### src/rtl/adder_pkg.sv
// Shared types and defaults for the registered ripple-carry adder.
// The ADDER_OVF_EN macro is consumed by adder_four_bit.
package adder_pkg;

  localparam int ADDER_DEFAULT_WIDTH = 4;
  localparam int ADDER_MAX_WIDTH     = 32;

  typedef logic [ADDER_DEFAULT_WIDTH-1:0] sum_t;

  typedef struct packed {
    logic carry;
    sum_t sum;
  } adder_res_t;

endpackage

### src/rtl/full_adder_bit.sv
// Single full-adder cell used to build the ripple chain.
// Pure combinational logic.
module full_adder_bit (
  input  logic a,
  input  logic b,
  input  logic cin,
  output logic s,
  output logic cout
);

  assign s    = a ^ b ^ cin;
  assign cout = (a & b) | (a & cin) | (b & cin);

endmodule

### src/rtl/adder_four_bit.sv
// Registered ripple-carry adder, one cycle latency.
// Define ADDER_OVF_EN to add the registered signed-overflow output ovf.
module adder_four_bit
  import adder_pkg::*;
#(
  parameter int WIDTH = ADDER_DEFAULT_WIDTH
) (
  input  logic             clk,
  input  logic             rst_n,
  input  logic             in_valid,
  input  logic [WIDTH-1:0] a,
  input  logic [WIDTH-1:0] b,
  output logic [WIDTH-1:0] sum,
  output logic             Cout,
`ifdef ADDER_OVF_EN
  output logic             ovf,
`endif
  output logic             out_valid
);

  typedef struct packed {
    logic             carry;
    logic [WIDTH-1:0] sum;
  } res_t;

  logic [WIDTH:0]   c;
  logic [WIDTH-1:0] s;
  res_t             res;

  assign c[0] = 1'b0;

  for (genvar i = 0; i < WIDTH; i++) begin : g_fa
    full_adder_bit u_fa (
      .a    (a[i]),
      .b    (b[i]),
      .cin  (c[i]),
      .s    (s[i]),
      .cout (c[i+1])
    );
  end

  assign res.carry = c[WIDTH];
  assign res.sum   = s;

  // Operands are only captured when qualified; idle cycles hold.
  always_ff @(posedge clk or negedge rst_n) begin
    if (!rst_n) begin
      sum       <= '0;
      Cout      <= 1'b0;
      out_valid <= 1'b0;
    end else begin
      out_valid <= in_valid;
      if (in_valid) begin
        sum  <= res.sum;
        Cout <= res.carry;
      end
    end
  end

`ifdef ADDER_OVF_EN
  always_ff @(posedge clk or negedge rst_n) begin
    if (!rst_n) begin
      ovf <= 1'b0;
    end else if (in_valid) begin
      ovf <= c[WIDTH] ^ c[WIDTH-1];
    end
  end
`endif

endmodule

### config.mk
export PLATFORM = sky130hd
export DESIGN_NAME = adder_four_bit
export DESIGN_NICKNAME = d
export VERILOG_FILES = /design/src/rtl/adder_pkg.sv /design/src/rtl/full_adder_bit.sv /design/src/rtl/adder_four_bit.sv
export SDC_FILE = /design/constraint.sdc
export NUM_CORES = 1
export LEC_CHECK = 0
export CORE_AREA = 8 8 45 47
export CTS_BUF_LIST = sky130_fd_sc_hd__clkbuf_4
export CTS_CLUSTER_SIZE = 12
export DETAILED_ROUTE_END_ITERATION = 12
export DIE_AREA = 0 0 53 55
export GPL_TIMING_DRIVEN = 0
export SYNTH_ARGS = -nofsm -noshare
export SYNTH_HDL_FRONTEND = slang
export SYNTH_SLANG_ARGS = --single-unit
### constraint.sdc
create_clock -name clk -period 0.8 [get_ports clk]
set_input_delay 0.12 -clock clk [delete_from_list [all_inputs] [get_ports clk]]
set_output_delay 0.12 -clock clk [all_outputs]
set_load 0.02 [all_outputs]
==> results of run 1 <==
area by class of cell:
| cell class | instances | area [um2] | area share (%) |
|---|---|---|---|
| plain buffers | 1 | 11.26 | 1.961 |
| well taps | 16 | 20.02 | 3.486 |
| flip-flops and latches | 6 | 151.4 | 26.36 |
| clock buffers | 4 | 30.03 | 5.229 |
| inverters | 4 | 15.01 | 2.614 |
| repair buffers | 19 | 188.9 | 32.90 |
| multi-input cells | 10 | 157.7 | 27.45 |
flip-flops by register name, summed over array words and instances (netlist names):
register,count
sum,4
Cout,1
out_valid,1
path summary, 6_finish.rpt:
check / slack (ns) / cells after the start / to / startpoint
max: -0.72 / 7 / sum[3]$_DFFE_PN0P_ / b[0]
min: 0.11 / 1 / sum[2]$_DFFE_PN0P_ / rst_n
max reg2reg: -0.10 / 2 / sum[0]$_DFFE_PN0P_ / sum[0]$_DFFE_PN0P_
min reg2reg: 0.55 / 2 / Cout$_DFFE_PN0P_ / Cout$_DFFE_PN0P_
max in group asynchronous: 0.47 / 1 / sum[0]$_DFFE_PN0P_ / rst_n
min in group clk: 0.15 / 1 / out_valid$_DFF_PN0_ / in_valid
cell usage after synthesis:
master	number	share of area, %
a21oi_1	1	1.6
mux2_4	3	14
ha_1	1	4.0
nor2_1	1	1.2
dfrtp_1	6	48
inv_1	4	4.8
buf_6	1	3.6
fa_1	3	19
mux2i_1	1	3.2
timing repair:
action	4_1_cts	5_1_grt
resized for setup	50	0
cloned	0	0
buffers inserted	2	1
pin swaps	5	1
setup endpoints to repair	11	10
cells by family (layout without fill, tap and decap cells):
logic type / Yosys count / after routing / share of synthesized area [%]
AOI/OAI and AO/OA: 1 / 1 / 1.598
adders and majority gates: 4 / 4 / 23.20
buffers and inverters: 5 / 28 / 8.398
DFF: 6 / 6 / 48.00
muxes: 4 / 4 / 17.60
and+or+nand+nor: 1 / 1 / 1.199
stage by stage:
stage	total power [uW]	TNS (ns)	std cells	cell area, um2	hold slack, ns
global route	1200	-2.736	60	574.3	0.1091
global placement	727.8	-6.270	53	511.7	0.3697
detailed placement	735.6	-6.421	53	511.7	0.3755
finish	1105	-2.394	60	574.3	0.1056
CTS	1122	-2.420	59	566.8	0.1056
floorplan	547.1	-2.271	21	331.6	-0.1756
power groups by stage:
stage / Clock [uW] / Sequential (uW) / Combinational, uW
global placement: 0 / 381 / 347
CTS: 346 / 392 / 384
finish: 329 / 390 / 385
detailed placement: 0 / 385 / 351
floorplan: 0 / 443 / 104
global route: 385 / 394 / 421
routing by layer:
metal,global-route usage [%],up-vias
met5,0,-
met4,2.586,0
met3,6.150,0
met2,8.203,19
met1,6.636,107
li1,-,110
==> out/qor.csv, run 1 <==
stage,metric,value,unit
power_and_ir_drop,p_clk_share,29.8,%
cells_and_area,final_cell_mix,"buf_6 (9), dfrtp_1 (5), clkdlybuf4s50_1 (5)",
routing,wl_per_cell,12.62,um
floorplanning,die_h,55,um
timing,setup_viol,11,
critical_path,crit_path_start_kind,primary input,
cells_and_area,final_util,41.50,%
power_and_ir_drop,pwr-share-comb,34.9,%
run_status,violations,setup timing,
timing,worst_slew_pin_slew,0.2547,ns
timing,rsz0062_at_grt,true,
logic_synthesis,ys_warn_count,0,
place,dp_hpwl,633.5,um
run_status,outcome,finished with violations,
routing,wl_met1,336,um
power_and_ir_drop,internal-power,809.5,uW
floorplanning,num_rows,14,
place,gp_congestion,0.7383,
timing,slew_headroom,82.96,%
clocking,cts_buffers,3,
routing,dr.pass1.iters,2,
clocking,path_clk_slew,0.05,ns
critical_path,critPathKind,in -> reg,
logic_synthesis,yosysSeqAreaShare,48.00,%
logic_synthesis,syn-cell-area,312.8,um2
critical_path,crit_fanout,1,
min_path,hold_path_class,in -> async,
clocking,tritoncts,built,
logic_synthesis,ys_ff_latch,6,
critical_path,worst_path_largest_cell_delay,0.41,ns
routing,drc,0,
routing,drt-initial-drc-count,2,
routing,met3WireLength,125,um
run,cap_violations,0,
cells_and_area,n_antenna_cell,0,
clocking,cts-root-buf,clkbuf_4,
clocking,holdBufCountCts,0,
routing,vias_per_cell,3.933,
place,place.port_buffers,16,
critical_path,cp-end-kind,flip-flop,
logic_synthesis,syn_area_per_cell,14.90,um2
floorplanning,design.core.area,1384,um2
power_and_ir_drop,switchingPower,295.1,uW
critical_path,crit_top_cell,fa_2,
critical_path,critPathBufInv,2,
timing,fin_skew,0,ns
routing,vias,236,
critical_path,required,0.96,ns
cells_and_area,drive_above_1_share,56.82,%
critical_path,cp_top_family,adder cells,
floorplanning,die_area,2915,um2
global_route,grt_max_degree,7,
cells_and_area,finalNetCount,60,
cells_and_area,layout_commonest_cell,buf_6,
logic_synthesis,synth.net_count,36,
global_route,grt_usage,6.264,%
power_and_ir_drop,power.share.sequential,35.3,%
floorplanning,io_pins,17,
logic_synthesis,synthCells,21,
power_and_ir_drop,vdd_ir_drop_max,0.0007968,V
clocking,clockBufferDepth,2,
critical_path,crit_chain,buf_6 > ha_4 > fa_2 > fa_2 > inv_2 > fa_1 > a21oi_2,
clocking,htree_num_levels,1,
power_and_ir_drop,power.density,1924,nW/um2
timing,max_clock_freq,659.7,MHz
critical_path,arrival,1.68,ns
floorplanning,die_w,53,um
cells_and_area,n_fill_cell,146,
routing,ant_nets,0,
timing,period_share,189.5,%
floorplanning,start_util,22.60,%
routing,wl_met2,295,um
global_route,grt-ovfl-total,0,
timing,finalHoldViolCount,0,
power_and_ir_drop,cellLeakagePower,0.0002737,uW
timing,min_period,1.516,ns
global_route,antenna_found_initial,0,
timing,maxSlewViolCount,0,
power_and_ir_drop,p_sw_share,26.72,%
critical_path,cp_slowest_cell,fa_1,
global_route,grt_pass1_wl,1228,um
clocking,cts.sinks,6,
timing,setup_slack,-0.7158,ns
place,pre_cts_slack,-1.396,ns
global_route,grt_pass1_vias,270,
routing,routed_wl,757,um
routing,top_layer_used,met3,
cells_and_area,area_delta_synth_final,83.60,%
clocking,clk_latency,0.24,ns
logic_synthesis,synth_cell_type_count,9,
(Power assumes the default switching activity.)
==> run 2: changes to the inputs <==
- ABC_AREA: default -> 1
==> run 2 against run 1 <==
  * The flow still finishes with violations (setup timing)
  * Clock-buffer cell count fell by 1
  * Via count grew 13%
  * Synthesized cell count grew 48%
  * Combinational power is 12% lower
  * Core utilization shrank 1.2 points
  * Sequential share of layout area rose by 0.54 points
  * Power shrank 11%
  * Die area unchanged
  * Critical endpoint unchanged
  * Largest cell class unchanged
  * Highest routed layer is now met4
==> out/qor.csv, run 2 <==
stage,metric,value,unit
critical_path,cp_slowest_cell,fa_2,
global_route,grt_max_degree,8,
timing,slew_headroom,81.15,%
timing,max_clock_freq,651.7,MHz
global_route,grt_pass1_vias,275,
power_and_ir_drop,cellLeakagePower,0.0002917,uW
critical_path,required,0.98,ns
cells_and_area,multi_input_area,146.4,um2
timing,fin_skew,0,ns
clocking,clockBufferDepth,2,
critical_path,crit_chain,buf_6 > ha_4 > fa_2 > fa_2 > inv_2 > fa_1 > inv_1 > nand2_1 > nand2_1,
critical_path,arrival,1.72,ns
logic_synthesis,async_flop_share,100.0,%
run_status,violations,setup timing,
place,gp_congestion,0.7218,
logic_synthesis,synth_top_cells_by_area,"dfrtp_1 (50%), fa_1 (20%), nand2_1 (19%)",
cells_and_area,n_fill_cell,150,
power_and_ir_drop,total_power,982.3,uW
logic_synthesis,synth_area_leader_cell,dfrtp_1,
cells_and_area,layout_commonest_cell,nand2_1,
logic_synthesis,ys_ff_latch,6,
run,cap_violations,0,
global_route,grt-ovfl-total,0,
critical_path,cp-end-kind,flip-flop,
cells_and_area,finalNetCount,71,
cells_and_area,largest_reg_flops,4,
cells_and_area,area_delta_synth_final,85.06,%
logic_synthesis,syn-cell-area,301.5,um2
logic_synthesis,yosysSeqAreaShare,49.79,%
logic_synthesis,synth_cell_type_count,6,
clocking,holdBufCountCts,0,
logic_synthesis,synth_top_area_share,49.79,%
power_and_ir_drop,vdd_ir_drop_max,0.0006959,V
floorplanning,num_rows,14,
critical_path,crit_path_start_kind,primary input,
critical_path,critPathKind,in -> reg,
timing,fin_hold_ws,0.1214,ns
floorplanning,die_w,53,um
global_route,antenna_found_initial,0,
routing,vias,267,
logic_synthesis,synthCells,31,
timing,period_share,191.8,%
clocking,htree_num_levels,1,
place,place.port_buffers,16,
routing,vias_per_cell,3.814,
clocking,cts_buffers,3,
clocking,cts-root-buf,clkbuf_4,
cells_and_area,drive_above_1_share,37.04,%
min_path,hold_path_class,in -> async,
critical_path,reg2reg_from,sum[2]$_DFFE_PN0P_,
critical_path,startpoint,b[0],
power_and_ir_drop,power.density,1760,nW/um2
logic_synthesis,synthFlopType,dfrtp_1,
timing,min_period,1.534,ns
floorplanning,die_area,2915,um2
clocking,tritoncts,built,
cells_and_area,fin_cells,70,
routing,drt-initial-drc-count,5,
floorplanning,die_h,55,um
logic_synthesis,syn_area_per_cell,9.727,um2
routing,dr.pass1.iters,4,
logic_synthesis,synth-edff-count,0,
logic_synthesis,synthTopCellsByCount,"nand2_1 (15), dfrtp_1 (6), inv_1 (5)",
critical_path,crit_fanout,1,
cells_and_area,top_register,sum,
logic_synthesis,synth.net_count,46,
global_route,grt_usage,5.620,%
floorplanning,start_util,21.79,%
routing,routed_wl,704,um
clocking,clk_latency,0.24,ns
logic_synthesis,synth.most_common_cell,nand2_1,
cells_and_area,n_antenna_cell,0,
cells_and_area,largestRegisters,"sum x4, Cout x1, out_valid x1",
place,pre_cts_slack,-1.388,ns
floorplanning,design.core.area,1384,um2
timing,maxSlewViolCount,0,
timing,fin_tns_setup,-2.132,ns
timing,rsz0062_at_grt,true,
global_route,grt_pass1_wl,1117,um
routing,wl_per_cell,10.06,um
routing,ant_nets,0,
critical_path,worst_path_largest_cell_delay,0.39,ns
clocking,cts.sinks,6,
cells_and_area,final_cell_mix,"nand2_1 (15), buf_6 (8), dfrtp_1 (6)",
timing,setup_viol,10,
run_status,outcome,finished with violations,
place,dp.cells,63,
logic_synthesis,ys_warn_count,0,
timing,finalHoldViolCount,0,
routing,drc,0,
cells_and_area,register_area,150.1,um2
floorplanning,io_pins,17,
clocking,path_clk_slew,0.05,ns
timing,setup_slack,-0.7344,ns
timing,worst_slew_pin_slew,0.2819,ns
-- run 2: changes by cell type in the layout (fill, tap and decap cells not counted) --
cell | previous run | this run
nand2_1 | 0 | 15
mux2_4 | 3 | 0
a21oi_2 | 1 | 0
buf_4 | 3 | 4
buf_6 | 9 | 8
clkbuf_4 | 4 | 3
dfrtp_1 | 5 | 6
dfrtp_2 | 1 | 0
inv_1 | 3 | 4
inv_2 | 1 | 2
mux2i_1 | 1 | 0
nor2_1 | 1 | 0
-- run 2: path summary, 6_finish.rpt --
path / to / slack (ns) / depth (start not counted)
setup reg to reg: sum[2]$_DFFE_PN0P_ / 0.08 / 3
setup / recovery: sum[3]$_DFFE_PN0P_ / -0.73 / 9
max in group asynchronous: sum[1]$_DFFE_PN0P_ / 0.46 / 1
hold reg to reg: sum[0]$_DFFE_PN0P_ / 0.50 / 2
min in group clk: sum[0]$_DFFE_PN0P_ / 0.18 / 4
hold / removal: sum[0]$_DFFE_PN0P_ / 0.12 / 1
-- run 2: area by class of cell --
class,count,share of cell area [%]
multi-input combinational,19,26.23
sequential,6,26.91
tap,16,3.587
timing repair buffer,20,35.20
inverter,6,4.036
clock buffer,3,4.036
-- run 2: routing by layer --
| metal | up-vias | global-route usage [%] | share of wire [%] |
|---|---|---|---|
| met2 | 13 | 8.008 | 48 |
| met3 | 2 | 4.278 | 11 |
| met1 | 115 | 6.065 | 40 |
| met5 | - | 0 | 0 |
| li1 | 137 | - | - |
| met4 | 0 | 2.586 | 1.1 |
-- run 2: kinds of logic after synthesis --
kind of cell	Yosys count	share of synthesized area, %
simple gates	15	18.67
flops	6	49.79
fa+ha+maj	4	24.07
buf+inv	6	7.468
-- run 2: through the flow --
step / utilization, % / cell area (um2)
2_1_floorplan: - / 319.1
3_3_place_gp: 36.08 / 499.2
3_5_place_dp: 36.08 / 499.2
4_1_cts: 40.33 / 558.0
5_1_grt: 40.33 / 558.0
6_report: 40.33 / 558.0
-- run 2: power by group --
| part | internal (uW) | switching, uW |
|---|---|---|
| Clock | 169 | 105 |
| Combinational | 191 | 147 |
| Sequential | 345 | 25.5 |
| Total | 705 | 277 |
-- run 2: worst max-delay path: cells and delay by family --
family / cells / cell delay, ns
fa+ha+maj: 4 / 1.27
buf+inv: 3 / 0.22
simple gates: 2 / 0.10
-- run 2: repair_timing --
action | in CTS | in global routing
pin swaps | 5 | 0
endpoints found under the hold margin | 0 | 0
setup endpoints to repair | 11 | 10
gates resized for setup | 49 | 0
buffers inserted | 4 | 0
